**src/rtl/ssd1306_spi_sink.sv**
```systemverilog
// ssd1306_spi_sink: receive side of the SSD1306 4-wire SPI panel link.
// Deserialises CS/DC/SCLK/MOSI into bytes, runs the command parser and
// turns data bytes into addressed GDDRAM write strobes.
module ssd1306_spi_sink #(
  parameter int SYNC_STAGES = 2   // >= 2; depth of the input synchronisers
) (
  input  logic       i_clk,
  input  logic       i_rst,
  input  logic       i_spi_rst,
  input  logic       i_spi_cs,
  input  logic       i_spi_dc,
  input  logic       i_spi_clk,
  input  logic       i_spi_data,
  output logic [7:0] o_byte,
  output logic       o_byte_dc,
  output logic       o_byte_valid,
  output logic       o_disp_on,
  output logic       o_wr_en,
  output logic [6:0] o_wr_col,
  output logic [2:0] o_wr_page,
  output logic [7:0] o_wr_data,
  output logic       o_frame_done
);

  localparam int         LAST   = SYNC_STAGES - 1;
  localparam logic [1:0] MODE_H = 2'b00;
  localparam logic [1:0] MODE_P = 2'b10;

  typedef enum logic [2:0] {
    CMD, ARG1, COL_S, COL_E, PAGE_S, PAGE_E
  } state_t;

  // One GDDRAM write as presented on the o_wr_* pins.
  typedef struct packed {
    logic       en;
    logic [6:0] col;
    logic [2:0] page;
    logic [7:0] data;
    logic       frame;
  } wr_t;

  // Synchroniser lanes: {data, sclk, dc, cs}; stage 0 faces the pins.
  logic [SYNC_STAGES-1:0][3:0] sync_q;
  logic cs_s, dc_s, sclk_s, dat_s;
  logic rst_all;

  // Bit assembly
  logic       sclk_d;
  logic [2:0] bit_cnt;
  logic [7:0] shift_q;
  logic       sclk_rise;
  logic       byte_done;
  logic [7:0] byte_nxt;

  // Parser and addressing
  state_t     state_q, state_d;
  logic       arg_is_mode;
  logic [1:0] mode_q;
  logic [6:0] col_q, col_start_q, col_end_q;
  logic [2:0] page_q, page_start_q, page_end_q;
  logic       horiz;
  wr_t        wr_q;

  // Panel reset clears everything except the synchronisers.
  assign rst_all = i_rst | ~i_spi_rst;
  assign {dat_s, sclk_s, dc_s, cs_s} = sync_q[LAST];

  assign sclk_rise = sclk_s & ~sclk_d;
  // CS high wins over a coincident SCLK rise: the bit is never taken.
  assign byte_done = sclk_rise & ~cs_s & (bit_cnt == 3'd7);
  assign byte_nxt  = {shift_q[6:0], dat_s};
  assign horiz     = (mode_q == MODE_H);

  // Synchronise all SPI pins into the i_clk domain; CS idles deasserted.
  always_ff @(posedge i_clk) begin
    if (i_rst) begin
      for (int i = 0; i < SYNC_STAGES; i++) sync_q[i] <= 4'b0001;
    end else begin
      sync_q[0] <= {i_spi_data, i_spi_clk, i_spi_dc, i_spi_cs};
      for (int i = 1; i < SYNC_STAGES; i++) sync_q[i] <= sync_q[i-1];
    end
  end

  // Detect SCLK rises and shift MOSI into bytes, MSB first.
  always_ff @(posedge i_clk) begin
    if (rst_all) begin
      sclk_d       <= 1'b0;
      bit_cnt      <= '0;
      shift_q      <= '0;
      o_byte       <= '0;
      o_byte_dc    <= 1'b0;
      o_byte_valid <= 1'b0;
    end else begin
      sclk_d       <= sclk_s;
      o_byte_valid <= byte_done;
      if (cs_s) begin
        // Partial byte is dropped; shift register keeps its contents.
        bit_cnt <= '0;
      end else if (sclk_rise) begin
        shift_q <= byte_nxt;
        bit_cnt <= bit_cnt + 3'd1;   // 7 -> 0 allows back-to-back bytes
      end
      if (byte_done) begin
        o_byte    <= byte_nxt;
        o_byte_dc <= dc_s;
      end
    end
  end

  // Parser state register.
  always_ff @(posedge i_clk) begin
    if (rst_all) state_q <= CMD;
    else         state_q <= state_d;
  end

  // Parser next state: command bytes walk the argument states, data bytes
  // always drop back to CMD.
  always_comb begin
    state_d = state_q;
    if (byte_done) begin
      if (dc_s) begin
        state_d = CMD;
      end else begin
        case (state_q)
          CMD: begin
            case (byte_nxt)
              8'h20, 8'h81, 8'h8D, 8'hA8, 8'hD3,
              8'hD5, 8'hD9, 8'hDA, 8'hDB:     state_d = ARG1;
              8'h21:                          state_d = COL_S;
              8'h22:                          state_d = PAGE_S;
              default:                        state_d = CMD;
            endcase
          end
          ARG1:    state_d = CMD;
          COL_S:   state_d = COL_E;
          COL_E:   state_d = CMD;
          PAGE_S:  state_d = PAGE_E;
          PAGE_E:  state_d = CMD;
          default: state_d = CMD;
        endcase
      end
    end
  end

  // Command side effects, write strobes and pointer advance. The write is
  // issued with the current pointers; they advance on the edge after, while
  // the strobe is visible.
  always_ff @(posedge i_clk) begin
    if (rst_all) begin
      o_disp_on    <= 1'b0;
      arg_is_mode  <= 1'b0;
      mode_q       <= MODE_P;
      col_start_q  <= 7'd0;
      col_end_q    <= 7'd127;
      page_start_q <= 3'd0;
      page_end_q   <= 3'd7;
      col_q        <= 7'd0;
      page_q       <= 3'd0;
      wr_q         <= '0;
    end else begin
      wr_q.en    <= 1'b0;
      wr_q.frame <= 1'b0;

      if (wr_q.en) begin
        if (horiz) begin
          if (col_q != col_end_q) begin
            col_q <= col_q + 7'd1;
          end else begin
            col_q <= col_start_q;
            if (page_q == page_end_q) page_q <= page_start_q;
            else                      page_q <= page_q + 3'd1;
          end
        end else begin
          col_q <= col_q + 7'd1;        // 127 wraps to 0, page untouched
        end
      end

      if (byte_done) begin
        if (dc_s) begin
          wr_q.en    <= 1'b1;
          wr_q.col   <= col_q;
          wr_q.page  <= page_q;
          wr_q.data  <= byte_nxt;
          wr_q.frame <= horiz && (col_q == col_end_q) && (page_q == page_end_q);
        end else begin
          case (state_q)
            CMD: begin
              arg_is_mode <= (byte_nxt == 8'h20);
              if (byte_nxt == 8'hAE) o_disp_on <= 1'b0;
              if (byte_nxt == 8'hAF) o_disp_on <= 1'b1;
              // Direct pointer commands only mean something in page mode.
              if (!horiz) begin
                if (byte_nxt[7:4] == 4'h0)       col_q[3:0] <= byte_nxt[3:0];
                if (byte_nxt[7:3] == 5'b00010)   col_q[6:4] <= byte_nxt[2:0];
                if (byte_nxt[7:3] == 5'b10110)   page_q     <= byte_nxt[2:0];
              end
            end
            ARG1: begin
              // 01 behaves as horizontal, 11 leaves the mode alone.
              if (arg_is_mode) begin
                case (byte_nxt[1:0])
                  2'b00, 2'b01: mode_q <= MODE_H;
                  2'b10:        mode_q <= MODE_P;
                  default:      mode_q <= mode_q;
                endcase
              end
            end
            COL_S: begin
              col_start_q <= byte_nxt[6:0];
              col_q       <= byte_nxt[6:0];
            end
            COL_E:  col_end_q <= byte_nxt[6:0];
            PAGE_S: begin
              page_start_q <= byte_nxt[2:0];
              page_q       <= byte_nxt[2:0];
            end
            PAGE_E: page_end_q <= byte_nxt[2:0];
            default: ;
          endcase
        end
      end
    end
  end

  assign o_wr_en      = wr_q.en;
  assign o_wr_col     = wr_q.col;
  assign o_wr_page    = wr_q.page;
  assign o_wr_data    = wr_q.data;
  assign o_frame_done = wr_q.frame;

endmodule

```
**config.mk**
```make
export PLATFORM = sky130hd
export DESIGN_NAME = ssd1306_spi_sink
export DESIGN_NICKNAME = d
export VERILOG_FILES = /design/src/rtl/ssd1306_spi_sink.sv
export SDC_FILE = /design/constraint.sdc
export NUM_CORES = 1
export LEC_CHECK = 0
export CAP_MARGIN = 20
export CORE_ASPECT_RATIO = 1.25
export CORE_MARGIN = 4
export CORE_UTILIZATION = 61
export CTS_CLUSTER_SIZE = 12
export DETAILED_ROUTE_END_ITERATION = 10
export PLACE_DENSITY = 0.93
export RECOVER_POWER = 25
export REMOVE_ABC_BUFFERS = 1
export SKIP_LAST_GASP = 1
export SYNTH_ARGS = -nofsm -noshare
export SYNTH_HDL_FRONTEND = slang
export SYNTH_SLANG_ARGS = --single-unit
```
**constraint.sdc**
```tcl
create_clock -name i_clk -period 3.1 [get_ports i_clk]
set_input_delay 0.62 -clock i_clk [delete_from_list [all_inputs] [get_ports i_clk]]
set_output_delay 0.62 -clock i_clk [all_outputs]
set_load 0.05 [all_outputs]
```
# Word-level counts from Yosys, hierarchy flattened
# Cells that the tools add are included.
# totals
register_bits	86
output_inout_bits	31
elab_cells	108
# op_classes
bitwise	9
n_eq_ne	26
n_reduce_logical	22
addsub	3
muxes	25
# ops
op	count
8-bit equality test, second input constant	10
7-bit two-way mux	6
3-bit two-way mux	10
8-bit by 6-bit equality test with 1-bit output, second input constant	3
20-bit two-way mux	1
3-bit case mux with 3 select lines	2
3-bit AND reduction	5
7-bit case mux with 2 select lines	1
3-bit equality test, second input constant	3
9-bit OR reduction	1
7-bit by 1-bit adder with 7-bit output, second input constant	1
7-bit equality test	1
7-bit != test	1
3-bit by 1-bit adder with 3-bit output, second input constant	2
3-bit by 2-bit equality test with 1-bit output, second input constant	2
3-bit case mux with 2 select lines	1
2-bit OR reduction	3
5-bit by 2-bit equality test with 1-bit output, second input constant	1
5-bit equality test, second input constant	1
1-bit inverter	5
5-bit AND reduction	1
2-bit logical NOT	2
4-bit logical NOT	1
4-bit two-way mux	1
other kinds (14)	20

# Logic depth before layout (Yosys ltp)
# Gate-level depths: netlist of the first run.
# logic_depth
word_depth	10
depth_mapped	9
mapped_depth_nobuf	7

# Least setup slack after synthesis of the first run
# OpenSTA, ideal clock, no wires.
# synth_path
path_kind	register to register
startpoint	reg bit_cnt[0]
endpoint	reg o_disp_on
synth_period_minus_slack_ps	2094
stages_incl_launch_ff	10
required_time_ps	2972
n_path_buf	2
arrival_time_ps	1967
setup_slack_ps	1006
path_cell_list	dfxtp_1 -> ha_1 -> ha_1 -> nand4bb_1 -> clkbuf_1 -> or4_1 -> buf_2 -> nor4_1 -> mux2i_1 -> nor2_1
# synth_between
elab_chain_len	3
# synth_lines
element	line_no	rtl
from (decl)	49	logic [2:0] bit_cnt;
from (signal assigned)	101	bit_cnt <= bit_cnt + 3'd1;
3-bit equality test	70	assign byte_done = sclk_rise & ~cs_s & (bit_cnt == 3'd7);
1-bit bitwise AND	70	
4-bit AND reduction (no source line)	--	
to (signal assigned)	150	o_disp_on <= 1'b0;
to (signal assigned)	189	if (byte_nxt == 8'hAE) o_disp_on <= 1'b0;
to (signal assigned)	190	if (byte_nxt == 8'hAF) o_disp_on <= 1'b1;
to (decl)	17	output logic o_disp_on,
# Every way passes these cells.
# A chain may end at the register's enable or synchronous reset.

# Worst setup path after layout of the first run
# layout_path
startpoint	in i_rst
endpoint	reg wr_q (netlist bit o_wr_en)
# layout_between
elab_chain_len	2
# layout_lines
element	line_no	rtl
from (decl)	8	input logic i_rst,
1-bit OR	65	assign rst_all = i_rst | ~i_spi_rst;
2-bit OR reduction (no source line)	--	
to (decl)	62	wr_t wr_q;
# Every way passes these cells.

==> results_dict.tcl, run 1 <==
set metrics [dict create \
    fin_util 0.725 \
    place_ws_ps 752 \
    dp.final_hpwl_mm 6.44 \
    power_per_cell_area_nw_per_um2 432 \
    yosysSeqAreaShare 0.444 \
    cts_resized 0 \
    initial_antenna_violation_count 0 \
    postLayoutCellArea_um2 4440 \
    dp.cells 558 \
    post_dp_cell_area_um2 4260 \
    rr_startpoint "shift_q[5]$_SDFFE_PP0P_" \
    post_synth_instance_area_um2 3830 \
    h_tree_level_count 3 \
    rr_endpoint "col_q[6]$_SDFF_PP0_" \
    ctsLongestPathBuffers 2 \
    layout.cells.non_filler 573 \
    rrSetupSlack_ps 790 \
    classification_of_the_worst_slack_hold_path "reg2reg" \
    buffer_ports.inserted 37 \
    cp.required_ps 3330 \
    drt-initial-drc-count 478 \
    worst_slew_margin_rel 0.180 \
    synthFlopType "sky130_fd_sc_hd__dfxtp_1" \
    clkLatencyLatePin_ps 370 \
    clk_transition_reported_paths_ps 90 \
    nNetsFinal 495 \
    achievable-frequency_ghz 0.391 \
    cap_violations 0 \
    unrepaired_setup_endpoints_after_global_routing "false" \
    drt_drc_violations_left 0 \
    hold_violation_total_from_the_final_report 0 \
    netlist_instances 462 \
    first_pass_grt_wire_length_mm 16.0 \
    path_max_fanout 28 \
    via_per_inst 6.24 \
    cts_setup_buffers 0 \
    worst_ir_drop_vdd_mv 0.387 \
    start_kind "input pin" \
    synth_async_sr_flop_share 0 \
    cts_made_buffers 9 \
    proportion_of_layout_cells_with_a_drive_suffix_above_1 0.0799 \
    first_global_vias 3278 \
    gp_congestion 0.894 \
    critPathLaunch "i_rst" \
    clock-skew-final_ps 10.6 \
    timing_max_transition_violations_final 0 \
    power.static_leakage_nw 1.41 \
    layout_worst_path_cycle_share 0.825 \
    status "complete, no violations" \
    final_antenna_net_count 0 \
    fp-row-count 32 \
    start_util 0.626 \
    clock_sink_count 85 \
    finalSetupViolations 0 \
    cp_capture_point "o_wr_en$_SDFF_PP0_" \
    routed_wl_mm 9.79 \
    antenna_cells_inserted 0 \
    global_route.usage.total 0.264 \
    worst-r2r-cell-count 5 \
    die_h_um 96.6 \
    synth.top_cell.area_share 0.444 \
    die_width_um 78.9 \
    worstPathArrival_ps 2790 \
    endpoint_kind "flop" \
    synthTopCellsByArea "sky130_fd_sc_hd__dfxtp_1 (44%), sky130_fd_sc_hd__nand2_1 (8.7%), sky130_fd_sc_hd__a21oi_1 (6.3%), sky130_fd_sc_hd__mux2i_1 (5.0%), sky130_fd_sc_hd__clkbuf_1 (2.7%)" \
    ioPinCount 38 \
    drtPass1Iterations 5 \
    cts_hold_buffers 0 \
    ys.warnings.count 0 \
    grt_max_degree 31 \
    vias 3576 \
    finalWorstSetupSlack_ps 542 \
    power.total_w 0.00192 \
    yosys.area.top_type "sky130_fd_sc_hd__dfxtp_1" \
    cts_tree "built" \
    cts-root-buf "sky130_fd_sc_hd__clkbuf_8" \
    postSynthAreaPerCell_um2 8.30 \
    tightest_slew_ps 1230 \
    global_route.overflow_total 0 \
    yosys.cell_types.count 55 \
    critPathKind "in2reg" \
    synth_enable_flop_cells 0 \
    fp.coreArea_um2 6130 \
    wire_per_inst_um 17.1 \
    syn_to_final_growth_pct 15.9 \
    finalCriticalPeriod_ps 2560 \
    ys_ff_latch 85 \
    die_area_um2 7620 \
]
cell type report:
class,instances,area [µm²]
multi-input cells,331,1950
flip-flops and latches,85,1700
fillers,453,1680
repair buffers,49,465
clock buffers,11,141
well taps,85,106
clock inverters,4,48.8
inverters,8,30.0
Yosys cell counts, types with 3 or more instances:
master / number
sky130_fd_sc_hd__nor4_2: 3
sky130_fd_sc_hd__ha_1: 4
sky130_fd_sc_hd__or4_1: 6
sky130_fd_sc_hd__nor2b_1: 12
sky130_fd_sc_hd__a21oi_1: 48
sky130_fd_sc_hd__or2_2: 3
sky130_fd_sc_hd__a41oi_1: 3
sky130_fd_sc_hd__nand2b_1: 3
sky130_fd_sc_hd__a31oi_1: 6
sky130_fd_sc_hd__a221oi_1: 3
sky130_fd_sc_hd__nand2_1: 89
sky130_fd_sc_hd__nand3_1: 17
sky130_fd_sc_hd__nand4_1: 3
sky130_fd_sc_hd__xor2_1: 7
sky130_fd_sc_hd__a211oi_1: 5
sky130_fd_sc_hd__o31ai_1: 6
sky130_fd_sc_hd__buf_2: 5
sky130_fd_sc_hd__dfxtp_1: 85
sky130_fd_sc_hd__mux2i_1: 19
sky130_fd_sc_hd__o21ai_0: 12
sky130_fd_sc_hd__buf_1: 3
sky130_fd_sc_hd__nor4_1: 6
sky130_fd_sc_hd__inv_1: 8
sky130_fd_sc_hd__and2_1: 4
sky130_fd_sc_hd__xnor2_1: 6
sky130_fd_sc_hd__clkbuf_1: 28
sky130_fd_sc_hd__and3_1: 8
sky130_fd_sc_hd__nor3_1: 10
sky130_fd_sc_hd__nor2_1: 21
layout by cell type, fill, tap and decap left out, types with 5 or more instances in the layout:
cell / count
sky130_fd_sc_hd__dfxtp_1: 85
sky130_fd_sc_hd__nor4_1: 5
sky130_fd_sc_hd__nand3_1: 17
sky130_fd_sc_hd__nor2b_1: 12
sky130_fd_sc_hd__buf_4: 9
sky130_fd_sc_hd__nor3_1: 10
sky130_fd_sc_hd__clkdlybuf4s50_1: 36
sky130_fd_sc_hd__a211oi_1: 5
sky130_fd_sc_hd__clkbuf_8: 10
sky130_fd_sc_hd__xor2_1: 7
sky130_fd_sc_hd__o31ai_1: 6
sky130_fd_sc_hd__mux2i_1: 19
sky130_fd_sc_hd__nor2_1: 21
sky130_fd_sc_hd__a21oi_1: 48
sky130_fd_sc_hd__xnor2_1: 6
sky130_fd_sc_hd__a31oi_1: 6
sky130_fd_sc_hd__o21ai_0: 12
sky130_fd_sc_hd__nand2_1: 89
sky130_fd_sc_hd__inv_1: 8
sky130_fd_sc_hd__and3_1: 8
sky130_fd_sc_hd__or4_1: 6
where the power goes:
group | switching, W | internal (W) | leakage, nW
clock | 0.000388 | 0.000389 | 0.0992
sequential | 0.00000495 | 0.00110 | 0.687
combinational | 0.0000252 | 0.0000164 | 0.624
per-stage QoR:
step | TNS, ps | hold WS (ps)
after global routing | 0 | 448
after global placement | 0 | 395
final | 0 | 412
after CTS | 0 | 412
after floorplan | -187 | 389
after detailed placement | 0 | 394
worst min path at each step:
stage | start | slack [ps] | endpoint | depth (start not counted)
after floorplan | sync_q[0]$_SDFF_PP1_ | 390 | cs_s$_SDFF_PP1_ | 1
after global placement | sync_q[0]$_SDFF_PP1_ | 400 | cs_s$_SDFF_PP1_ | 1
after detailed placement | sync_q[0]$_SDFF_PP1_ | 390 | cs_s$_SDFF_PP1_ | 1
after CTS | sync_q[0]$_SDFF_PP1_ | 410 | cs_s$_SDFF_PP1_ | 1
after global routing | sync_q[0]$_SDFF_PP1_ | 450 | cs_s$_SDFF_PP1_ | 1
final | sync_q[0]$_SDFF_PP1_ | 410 | cs_s$_SDFF_PP1_ | 1
worst max-delay path: stages:
cell                            delay [ps]
sky130_fd_sc_hd__dlygate4sd3_1         700
sky130_fd_sc_hd__nand2b_1              980
sky130_fd_sc_hd__clkbuf_1              370
sky130_fd_sc_hd__nor2_1                110
flip-flops by register name, summed over array words and instances, names as in the netlist, 4 cells and up:
signal and count:
o_wr_data 8, shift_q 7, col_start_q 7, col_end_q 7
col_q 7, o_wr_col 7, sync_q 4, o_byte 8
logic make-up (layout without fill, tap and decap cells):
| kind of cell | after synthesis | after routing | share of synthesized area |
|---|---|---|---|
| AOI/OAI and AO/OA | 99 | 99 | 0.159 |
| xor gates and xnor gates | 13 | 13 | 0.0297 |
| adders and majority gates | 5 | 5 | 0.0157 |
| buffers and inverters | 46 | 72 | 0.0490 |
| DFF | 85 | 85 | 0.444 |
| muxes | 20 | 20 | 0.0526 |
| and+or+nand+nor | 194 | 194 | 0.250 |
layer usage:
layer  wire, µm  vias to the layer above  global-route usage
li1           -                     1652                   -
met3        780                       55              0.0503
met4        454                        0               0.136
met1       3700                     1669               0.324
met5          0                        -                   0
met2       4860                      200               0.436
(Power assumes the default switching activity.)
==> run 2: changes to the inputs <==
--- a/config.mk
+++ b/config.mk
@@ -8,10 +8,10 @@
 export CAP_MARGIN = 20
 export CORE_ASPECT_RATIO = 1.25
 export CORE_MARGIN = 4
-export CORE_UTILIZATION = 61
+export CORE_UTILIZATION = 57
 export CTS_CLUSTER_SIZE = 12
 export DETAILED_ROUTE_END_ITERATION = 10
-export PLACE_DENSITY = 0.93
+export PLACE_DENSITY = 0.88
 export RECOVER_POWER = 25
 export REMOVE_ABC_BUFFERS = 1
 export SKIP_LAST_GASP = 1
==> constraint.sdc (replaced) <==
create_clock -name i_clk -period 2.5 [get_ports i_clk]
set_input_delay 0.5 -clock i_clk [delete_from_list [all_inputs] [get_ports i_clk]]
set_output_delay 0.5 -clock i_clk [all_outputs]
set_load 0.05 [all_outputs]
==> results_dict.tcl, run 2 (synthesis gave the netlist of run 1 again) <==
set metrics [dict create \
    critPathLaunch "col_q[3]$_SDFF_PP0_" \
    die_area_um2 8110 \
    unrepaired_setup_endpoints_after_global_routing "false" \
    h_tree_level_count 3 \
    cts_tree "built" \
    finalCriticalPeriod_ps 2240 \
    drt_drc_violations_left 0 \
    dp.final_hpwl_mm 6.80 \
    critPathKind "reg2reg" \
    syn_to_final_growth_pct 18.2 \
    finalSetupViolations 0 \
    worst_ir_drop_vdd_mv 0.422 \
    cp_capture_point "page_q[1]$_SDFF_PP0_" \
    proportion_of_layout_cells_with_a_drive_suffix_above_1 0.0982 \
    ctsLongestPathBuffers 2 \
    via_per_inst 6.12 \
    clkLatencyLatePin_ps 360 \
    final_cell_mix "sky130_fd_sc_hd__nand2_1 (89), sky130_fd_sc_hd__dfxtp_1 (85), sky130_fd_sc_hd__a21oi_1 (48)" \
    gp_congestion 1.01 \
    nNetsFinal 505 \
    global_route.usage.total 0.254 \
    clk_transition_reported_paths_ps 90 \
    die_h_um 99.7 \
    post_dp_cell_area_um2 4330 \
    n_fill_cell 491 \
    vias 3584 \
    worst-r2r-cell-count 5 \
    worst_slew_margin_rel 0.420 \
    cts-root-buf "sky130_fd_sc_hd__clkbuf_8" \
    achievable-frequency_ghz 0.446 \
    first_pass_grt_wire_length_mm 16.1 \
    rr_endpoint "page_q[1]$_SDFF_PP0_" \
    timing_max_transition_violations_final 0 \
    buffer_ports.inserted 37 \
    tightest_slew_ps 870 \
    status "complete, no violations" \
    worstPathArrival_ps 2490 \
    global_route.overflow_total 0 \
    fp.coreArea_um2 6570 \
    layout.cells.most_common "sky130_fd_sc_hd__nand2_1" \
    fp-row-count 33 \
    ioPinCount 38 \
    drtPass1Iterations 5 \
    rrSetupSlack_ps 260 \
    postLayoutCellArea_um2 4530 \
    wire_per_inst_um 16.3 \
    finalWorstSetupSlack_ps 260 \
    layout_worst_path_cycle_share 0.896 \
    cts_setup_buffers 0 \
    die_width_um 81.3 \
    routed_wl_mm 9.54 \
    power.static_leakage_nw 1.45 \
    fin_util 0.690 \
    power_per_cell_area_nw_per_um2 536 \
    cap_violations 0 \
    hold_violation_total_from_the_final_report 0 \
    grt_max_degree 27 \
    initial_antenna_violation_count 0 \
    clock-skew-final_ps 10.9 \
    drt-initial-drc-count 351 \
    cts_made_buffers 9 \
    path_max_fanout 8 \
    first_global_vias 3441 \
    classification_of_the_worst_slack_hold_path "reg2reg" \
    final_antenna_net_count 0 \
    antenna_cells_inserted 0 \
    start_kind "flop" \
    cp.required_ps 2750 \
    start_util 0.584 \
    clock_sink_count 85 \
    rr_startpoint "col_q[3]$_SDFF_PP0_" \
    place_ws_ps 275 \
    endpoint_kind "flop" \
]
## run 2: stage by stage
| stage | instances | hold WS, ps | TNS [ps] | total power, W |
|---|---|---|---|---|
| finish | 586 | 429 | 0 | 0.00243 |
| CTS | 586 | 433 | 0 | 0.00245 |
| global route | 586 | 464 | 0 | 0.00249 |
| detailed placement | 570 | 402 | 0 | 0.00145 |
| floorplan | 424 | 389 | -8490 | 0.00142 |
| global placement | 570 | 402 | 0 | 0.00145 |
## run 2: worst min-delay path by stage
stage	from	to	slack [ps]	cells after the start
after floorplan	sync_q[0]$_SDFF_PP1_	cs_s$_SDFF_PP1_	390	1
after CTS	sync_q[0]$_SDFF_PP1_	cs_s$_SDFF_PP1_	430	1
after global placement	sync_q[0]$_SDFF_PP1_	cs_s$_SDFF_PP1_	400	1
after detailed placement	sync_q[0]$_SDFF_PP1_	cs_s$_SDFF_PP1_	400	1
final	sync_q[0]$_SDFF_PP1_	cs_s$_SDFF_PP1_	430	1
after global routing	sync_q[0]$_SDFF_PP1_	cs_s$_SDFF_PP1_	460	1
## run 2: what timing repair did
action / in CTS / in global routing
setup endpoints to repair: 0 / 3
endpoints found under the hold margin: 0 / 0
resized for setup: 0 / 1
hold buffers: 0 / 0
## run 2: layout make-up
type	instances	area (µm²)	share of cell area
flip-flops and latches	85	1700	0.376
clock buffers	11	141	0.0312
well taps	87	109	0.0240
clock inverters	5	66.3	0.0146
repair buffers	59	522	0.115
multi-input cells	331	1960	0.432
inverters	8	30.0	0.00663
## run 2: report_power, final
group | switching, W | internal (W) | total (W)
Sequential | 0.00000466 | 0.00136 | 0.00136
Clock | 0.000506 | 0.000503 | 0.00101
Combinational | 0.0000344 | 0.0000200 | 0.0000544
## run 2: routing by layer
layer	vias up	GRT usage	share of wire
li1	1692	-	-
met1	1687	0.316	0.40
met2	175	0.425	0.50
met3	30	0.0480	0.072
met4	0	0.108	0.027
met5	-	0	0
## run 2: critical path, stage by stage, from the launching register on
cell	delay (ps)
sky130_fd_sc_hd__dfxtp_1	470
sky130_fd_sc_hd__xor2_1	140
sky130_fd_sc_hd__or4_1	690
sky130_fd_sc_hd__nor3_1	360
sky130_fd_sc_hd__a2111oi_0	190
sky130_fd_sc_hd__a31o_2	280
==> run 3: changes to the inputs <==
--- a/config.mk
+++ b/config.mk
@@ -15,6 +15,7 @@
 export RECOVER_POWER = 25
 export REMOVE_ABC_BUFFERS = 1
 export SKIP_LAST_GASP = 1
+export SLEW_MARGIN = 20
 export SYNTH_ARGS = -nofsm -noshare
 export SYNTH_HDL_FRONTEND = slang
 export SYNTH_SLANG_ARGS = --single-unit
==> results of run 3 <==
No change in the layout: final DEF, timing and power equal those of run 2.
